**src/rtl/ctrl_iload_pkg.sv**
```systemverilog
// ---------------------------------------------------------------------------
// ctrl_iload_pkg
// Shared controller definitions used by the program loader and by the
// instruction fetch stage, so both agree on the instruction word layout.
//   - default field widths
//   - instruction width / beat count helpers
//   - field offsets (MSB to LSB: lstg_f, upse_f, vector_id, result_reg,
//     error_reg, data_uptr, data_lptr, coef_ptr) at the default widths
//   - loader FSM state encoding
// ---------------------------------------------------------------------------
package ctrl_iload_pkg;

    localparam int VIDWIDTH_DEF = 5;
    localparam int RFAWIDTH_DEF = 5;
    localparam int DAWIDTH_DEF  = 12;
    localparam int IAWIDTH_DEF  = 6;
    localparam int BUSWIDTH_DEF = 16;

    function automatic int instr_width(input int vid_w, input int rfa_w, input int da_w);
        return 2 + vid_w + 2 * rfa_w + 3 * da_w;
    endfunction

    function automatic int nbeats(input int instr_w, input int bus_w);
        return (instr_w + bus_w - 1) / bus_w;
    endfunction

    localparam int INSTRWIDTH_DEF = instr_width(VIDWIDTH_DEF, RFAWIDTH_DEF, DAWIDTH_DEF);

    // Field offsets at the default widths (LSB positions, single-bit flags by position)
    localparam int CP_LSB   = 0;
    localparam int DL_LSB   = CP_LSB  + DAWIDTH_DEF;
    localparam int DU_LSB   = DL_LSB  + DAWIDTH_DEF;
    localparam int ERR_LSB  = DU_LSB  + DAWIDTH_DEF;
    localparam int RES_LSB  = ERR_LSB + RFAWIDTH_DEF;
    localparam int VID_LSB  = RES_LSB + RFAWIDTH_DEF;
    localparam int UPSE_POS = VID_LSB + VIDWIDTH_DEF;
    localparam int LSTG_POS = UPSE_POS + 1;

    // Loader FSM encoding
    typedef logic [1:0] state_t;
    localparam logic [1:0] ST_IDLE  = 2'd0;
    localparam logic [1:0] ST_LOAD  = 2'd1;
    localparam logic [1:0] ST_WRITE = 2'd2;
    localparam logic [1:0] ST_DONE  = 2'd3;

endpackage

```
**src/rtl/ctrl_iload_asm.sv**
```systemverilog
// ---------------------------------------------------------------------------
// ctrl_iload_asm
// Chunk-to-word assembler. Places accepted host chunks, least-significant
// chunk first, into an instruction-wide register and flags any nonzero bit
// that falls beyond the instruction width.
// Ports:
//   clk, rst       clock, synchronous active-low reset
//   clr            restart assembly: beat, partial word and pad flag to 0
//   accept         a chunk is transferred this cycle
//   s_data         host chunk
//   word_full      assembled word including the chunk accepted this cycle
//   last_beat      strobe: this accept completes the word
//   pad_err        sticky nonzero-padding flag (registered)
// ---------------------------------------------------------------------------
module ctrl_iload_asm
    import ctrl_iload_pkg::*;
#(
    parameter  int INSTRWIDTH = INSTRWIDTH_DEF,
    parameter  int BUSWIDTH   = BUSWIDTH_DEF,
    localparam int NBEATS     = nbeats(INSTRWIDTH, BUSWIDTH),
    localparam int BEATW      = (NBEATS > 1) ? $clog2(NBEATS) : 1
) (
    input  logic                  clk,
    input  logic                  rst,
    input  logic                  clr,
    input  logic                  accept,
    input  logic [BUSWIDTH-1:0]   s_data,
    output logic [INSTRWIDTH-1:0] word_full,
    output logic                  last_beat,
    output logic                  pad_err
);

    logic [BEATW-1:0]      beat_reg;
    logic [INSTRWIDTH-1:0] asm_reg;
    logic                  pad_reg;
    logic [NBEATS-1:0]     pad_hit;

    // One lane per beat; the top lane may be narrower than the bus, and the
    // chunk bits that do not fit are only inspected for the pad flag.
    generate
        for (genvar gi = 0; gi < NBEATS; gi++) begin : g_beat
            localparam int LO = gi * BUSWIDTH;
            localparam int W  = (INSTRWIDTH - LO < BUSWIDTH) ? (INSTRWIDTH - LO) : BUSWIDTH;
            logic sel;
            assign sel = accept && (beat_reg == BEATW'(gi));
            assign word_full[LO +: W] = sel ? s_data[W-1:0] : asm_reg[LO +: W];
            if (W < BUSWIDTH) begin : g_pad
                assign pad_hit[gi] = sel && (|s_data[BUSWIDTH-1:W]);
            end else begin : g_nopad
                assign pad_hit[gi] = 1'b0;
            end
        end
    endgenerate

    assign last_beat = accept && (beat_reg == BEATW'(NBEATS - 1));
    assign pad_err   = pad_reg;

    always_ff @(posedge clk) begin
        if (!rst) begin
            beat_reg <= '0;
            asm_reg  <= '0;
            pad_reg  <= 1'b0;
        end else if (clr) begin
            beat_reg <= '0;
            asm_reg  <= '0;
            pad_reg  <= 1'b0;
        end else if (accept) begin
            asm_reg  <= word_full;
            beat_reg <= last_beat ? '0 : beat_reg + BEATW'(1);
            if (|pad_hit) begin
                pad_reg <= 1'b1;
            end
        end
    end

endmodule

```
**src/rtl/ctrl_iload.sv**
```systemverilog
// ---------------------------------------------------------------------------
// ctrl_iload
// Program loader for the controller instruction RAM. Assembles instruction
// words from a narrow host stream and writes them to consecutive addresses
// starting at 0.
// Ports:
//   clk, rst     clock, synchronous active-low reset
//   start        load request (only honoured while idle)
//   instr_cnt    instructions to load, latched on start, clamped to 2^IAWIDTH
//   s_data/s_valid/s_ready   host chunk stream, LS chunk first
//   imem_we/imem_addr/imem_wdata   instruction RAM write port
//   busy         high whenever not idle
//   done         one-cycle completion pulse
//   pad_err      sticky: nonzero bit received beyond the instruction width
// All outputs come straight from flops.
// ---------------------------------------------------------------------------
module ctrl_iload
    import ctrl_iload_pkg::*;
#(
    parameter  int VIDWIDTH   = VIDWIDTH_DEF,
    parameter  int RFAWIDTH   = RFAWIDTH_DEF,
    parameter  int DAWIDTH    = DAWIDTH_DEF,
    parameter  int IAWIDTH    = IAWIDTH_DEF,
    parameter  int BUSWIDTH   = BUSWIDTH_DEF,
    localparam int INSTRWIDTH = instr_width(VIDWIDTH, RFAWIDTH, DAWIDTH)
) (
    input  logic                  clk,
    input  logic                  rst,
    input  logic                  start,
    input  logic [IAWIDTH:0]      instr_cnt,
    input  logic [BUSWIDTH-1:0]   s_data,
    input  logic                  s_valid,
    output logic                  s_ready,
    output logic                  imem_we,
    output logic [IAWIDTH-1:0]    imem_addr,
    output logic [INSTRWIDTH-1:0] imem_wdata,
    output logic                  busy,
    output logic                  done,
    output logic                  pad_err
);

    localparam logic [IAWIDTH:0] MAXCNT  = {1'b1, {IAWIDTH{1'b0}}};
    localparam logic [IAWIDTH:0] CNT_ONE = (IAWIDTH+1)'(1);

    state_t                state_reg, state_next;
    logic [IAWIDTH:0]      cnt_reg;
    logic [IAWIDTH-1:0]    addr_reg;
    logic                  s_ready_reg;
    logic                  imem_we_reg;
    logic [IAWIDTH-1:0]    imem_addr_reg;
    logic [INSTRWIDTH-1:0] imem_wdata_reg;
    logic                  busy_reg;
    logic                  done_reg;

    logic                  start_acc;
    logic                  accept;
    logic                  last_beat;
    logic                  is_last;
    logic [IAWIDTH:0]      cnt_clamped;
    logic [INSTRWIDTH-1:0] word_full;

    assign start_acc   = (state_reg == ST_IDLE) && start;
    // s_ready_reg is high exactly while in LOAD, so it doubles as the state qualifier
    assign accept      = s_valid && s_ready_reg;
    assign cnt_clamped = (instr_cnt > MAXCNT) ? MAXCNT : instr_cnt;
    assign is_last     = ({1'b0, addr_reg} == (cnt_reg - CNT_ONE));

    ctrl_iload_asm #(
        .INSTRWIDTH (INSTRWIDTH),
        .BUSWIDTH   (BUSWIDTH)
    ) u_asm (
        .clk        (clk),
        .rst        (rst),
        .clr        (start_acc),
        .accept     (accept),
        .s_data     (s_data),
        .word_full  (word_full),
        .last_beat  (last_beat),
        .pad_err    (pad_err)
    );

    always_comb begin
        state_next = state_reg;
        case (state_reg)
            ST_IDLE:  if (start) state_next = (instr_cnt == '0) ? ST_DONE : ST_LOAD;
            ST_LOAD:  if (last_beat) state_next = ST_WRITE;
            ST_WRITE: state_next = is_last ? ST_DONE : ST_LOAD;
            ST_DONE:  state_next = ST_IDLE;
            default:  state_next = ST_IDLE;
        endcase
    end

    always_ff @(posedge clk) begin
        if (!rst) begin
            state_reg      <= ST_IDLE;
            cnt_reg        <= '0;
            addr_reg       <= '0;
            s_ready_reg    <= 1'b0;
            imem_we_reg    <= 1'b0;
            imem_addr_reg  <= '0;
            imem_wdata_reg <= '0;
            busy_reg       <= 1'b0;
            done_reg       <= 1'b0;
        end else begin
            state_reg   <= state_next;
            // Output flags are decoded from the next state so they line up
            // with the state they describe.
            s_ready_reg <= (state_next == ST_LOAD);
            imem_we_reg <= (state_next == ST_WRITE);
            busy_reg    <= (state_next != ST_IDLE);
            done_reg    <= (state_next == ST_DONE);

            if (start_acc) begin
                cnt_reg  <= cnt_clamped;
                addr_reg <= '0;
            end else if ((state_reg == ST_WRITE) && !is_last) begin
                addr_reg <= addr_reg + IAWIDTH'(1);
            end

            // Capture the word on the final handshake so it is presented
            // together with imem_we in the following cycle.
            if (last_beat) begin
                imem_wdata_reg <= word_full;
                imem_addr_reg  <= addr_reg;
            end
        end
    end

    assign s_ready    = s_ready_reg;
    assign imem_we    = imem_we_reg;
    assign imem_addr  = imem_addr_reg;
    assign imem_wdata = imem_wdata_reg;
    assign busy       = busy_reg;
    assign done       = done_reg;

endmodule

```
**config.mk**
```make
export PLATFORM = sky130hd
export DESIGN_NAME = ctrl_iload
export DESIGN_NICKNAME = d
export VERILOG_FILES = /design/src/rtl/ctrl_iload_pkg.sv /design/src/rtl/ctrl_iload_asm.sv /design/src/rtl/ctrl_iload.sv
export SDC_FILE = /design/constraint.sdc
export NUM_CORES = 1
export LEC_CHECK = 0
export ABC_CLOCK_PERIOD_IN_PS = 4570
export CORE_MARGIN = 4
export CORE_UTILIZATION = 25
export DETAILED_ROUTE_END_ITERATION = 7
export HOLD_SLACK_MARGIN = 0.02
export SYNTH_ARGS = -nofsm -noshare
export SYNTH_HDL_FRONTEND = slang
export SYNTH_HIERARCHICAL = 1
export SYNTH_SLANG_ARGS = --single-unit
```
**constraint.sdc**
```tcl
create_clock -name clk -period 4.57 [get_ports clk]
set_input_delay 0.6855 -clock clk [delete_from_list [all_inputs] [get_ports clk]]
set_output_delay 0.6855 -clock clk [all_outputs]
set_load 0.05 [all_outputs]
```
==> impl_metrics.tcl <==
set metrics [dict create \
    outcome "finished, final reports clean" \
    dp_hpwl_um 10100 \
    syn_area_um2 5920 \
    fillers 2414 \
    skew_ps 7.38 \
    required_ps 4880 \
    track_usage 0.112 \
    antenna_found_initial 0 \
    portBuffers 90 \
    crit_top_cell "and2_4" \
    yosysMostFrequentCell "dfxtp_1" \
    final.setup.tns_ps 0 \
    power_density_nw_per_um2 363 \
    ys_async_sr_fraction 0 \
    timing.hold.ws_ps 513 \
    synth_top_area_share 0.453 \
    reg2reg_from "cnt_reg[0]" \
    drt_iter0_drc 271 \
    max-vdd-ir-drop_v 0.000165 \
    endpoint_kind "flop" \
    rows 56 \
    root_buffer "clkbuf_16" \
    start_kind "primary input" \
    place.gp.congestion 0.767 \
    synth-edff-count 0 \
    maxSlewViolCount 0 \
    synth_commonest_cells "134 x dfxtp_1, 76 x nand2_1, 66 x mux2i_1" \
    path_cells "clkdlybuf4s50_1, and2_4, and2_4, buf_4, mux2i_1, nor2b_1" \
    hold_buffers 0 \
    p_sw_uw 615 \
    period_needed_ps 2410 \
    yosysTopAreaCell "dfxtp_1" \
    layout.nets 727 \
    first_pass_iters 5 \
    holdPathStages 2 \
    vias_per_cell 4.33 \
    critPathKind "primary input to flop" \
    r2r_cells 5 \
    ys_types 40 \
    hold_path_class "flop to flop" \
    fin_crit_sh 0.527 \
    cts_max_level 4 \
    tightest_slew_ps 1090 \
    fp.dieW_um 162 \
    clock_sinks 134 \
    clk_latency_ps 410 \
    max_freq_mhz 415 \
    cts_buffer_depth 2 \
    numCtsBuffers 17 \
    start_util 0.253 \
    clk_pin_slew_ps 60 \
    core_area_um2 23400 \
    power_frac_comb 0.055 \
    setup_viol 0 \
    preCtsSetupSlack_ps 1720 \
    p_leak_nw 2.81 \
    rrSetupSlack_ps 2180 \
    setup.worst_path.end "imem_wdata[33]" \
    detail-route-antenna-nets 0 \
    yosysSeqAreaShare 0.453 \
    layout_setup_ws_ps 2160 \
    sw_frac_of_total 0.222 \
    cts_tree "done" \
    syn_inst 625 \
    ios 91 \
    crit_slowest_cell "and2_4" \
    hold_violations 0 \
    gr-total-overflow 0 \
    crit_start "s_valid" \
    pwr-share-seq 0.426 \
    grt_pass1_wl_um 23100 \
    slew_headroom 0.273 \
    reg2reg_to "s_ready" \
    ys_warn_count 6 \
    drive_gt1_frac 0.136 \
    remaining_drc_errors 0 \
    intPower_mw 2.16 \
    synth_area_leaders "dfxtp_1 45%, mux2i_1 11%, a21bo_2 9.0%, nor2b_1 6.3%, a21oi_1 5.2%" \
    power_frac_clock 0.519 \
    synthFlopType "dfxtp_1" \
    wl_um 14900 \
    crit_fanout 46 \
    grt_max_degree 110 \
    grt_setup_unrepaired "no" \
    dieArea_um2 26200 \
    area_growth_pct 29.1 \
    wire_per_inst_um 14.5 \
    post-cts-setup-buffer-count 0 \
    cts-resized-gates 0 \
    die_h_um 162 \
    avgSynthCellArea_um2 9.48 \
    crit_arrival_ps 2720 \
    grt_pass1_vias 4068 \
    syn_nets 658 \
    vias 4443 \
    yosys_register_bits 134 \
    n_antenna_cell 0 \
    max_stage_delay_ps 680 \
    cap_violations 0 \
]
worst min path at each step:
stage	start	endpoint	slack (ps)
floorplan	addr_reg[5]	addr_reg[5]	470
global placement	imem_wdata[2]	imem_wdata[2]	500
detailed placement	imem_wdata[15]	imem_wdata[15]	500
CTS	addr_reg[5]	addr_reg[5]	520
global route	imem_addr[2]	imem_addr[2]	540
finish	addr_reg[5]	addr_reg[5]	510
cell usage in the layout, fill, tap and decap left out, drive strengths merged, types with 2 or more instances in the layout:
cell type,netlist,final
nor4,4,4
nor2b,60,60
dfxtp,134,134
nor4bb,2,2
clkbuf,13,20
nand3b,3,3
and2,4,4
a21bo,53,53
clkdlybuf4s50,0,89
nand3,54,54
a21oi,61,61
bufinv,0,4
xnor2,5,5
a21boi,6,6
inv,8,9
nand2b,6,6
nand2,76,76
mux2i,66,66
ha,6,6
nor2,7,7
xor2,3,3
buf,32,6
o211ai,2,2
a22o,3,3
or3,2,2
clkinvlp,0,2
nor3,3,3
clkinv,0,5
power by group through the flow:
stage	sequential (mW)	clock, mW	combinational (mW)
2_1_floorplan	1.21	0	0.0952
3_3_place_gp	1.21	0	0.152
3_5_place_dp	1.21	0	0.153
4_1_cts	1.18	1.48	0.154
5_1_grt	1.19	1.53	0.165
6_report	1.18	1.44	0.152
layout make-up:
| cell class | count | area [µm²] | share of cell area |
|---|---|---|---|
| clock buffers | 20 | 447 | 0.0584 |
| repair buffers | 95 | 933 | 0.122 |
| clock inverters | 12 | 176 | 0.0231 |
| flip-flops and latches | 134 | 2680 | 0.351 |
| inverters | 8 | 30.0 | 0.00393 |
| well taps | 319 | 399 | 0.0522 |
| multi-input cells | 438 | 2980 | 0.389 |
cells by family (layout without fill, tap and decap cells):
kind of cell / Yosys count / in the layout / share of synthesized area
adders and majority gates: 6 / 6 / 0.0127
and+or+nand+nor: 226 / 226 / 0.197
xor gates and xnor gates: 8 / 8 / 0.0118
AOI/OAI and AO/OA: 132 / 132 / 0.168
buffers and inverters: 53 / 135 / 0.0458
DFF: 134 / 134 / 0.453
muxes: 66 / 66 / 0.112
metrics by stage:
stage / cells / area, µm² / util / total power, mW
2_1_floorplan: 625 / 5920 / - / 1.31
3_3_place_gp: 994 / 7020 / 0.300 / 1.36
3_5_place_dp: 994 / 7020 / 0.300 / 1.36
4_1_cts: 1026 / 7640 / 0.327 / 2.81
5_1_grt: 1026 / 7640 / 0.327 / 2.88
6_report: 1026 / 7640 / 0.327 / 2.78
worst max-delay path: cells and delay by family:
family	cells	cell delay (ps)
mux	1	230
buf+inv	2	880
simple gates	3	880
layer usage:
metal / wire length [µm] / track usage / up-vias / part of all wire
li1: - / - / 2295 / -
met1: 6820 / 0.145 / 2037 / 0.46
met2: 6730 / 0.171 / 89 / 0.45
met3: 965 / 0.0403 / 22 / 0.065
met4: 342 / 0.0442 / 0 / 0.023
met5: 0 / 0 / - / 0
(Power assumes the default switching activity.)
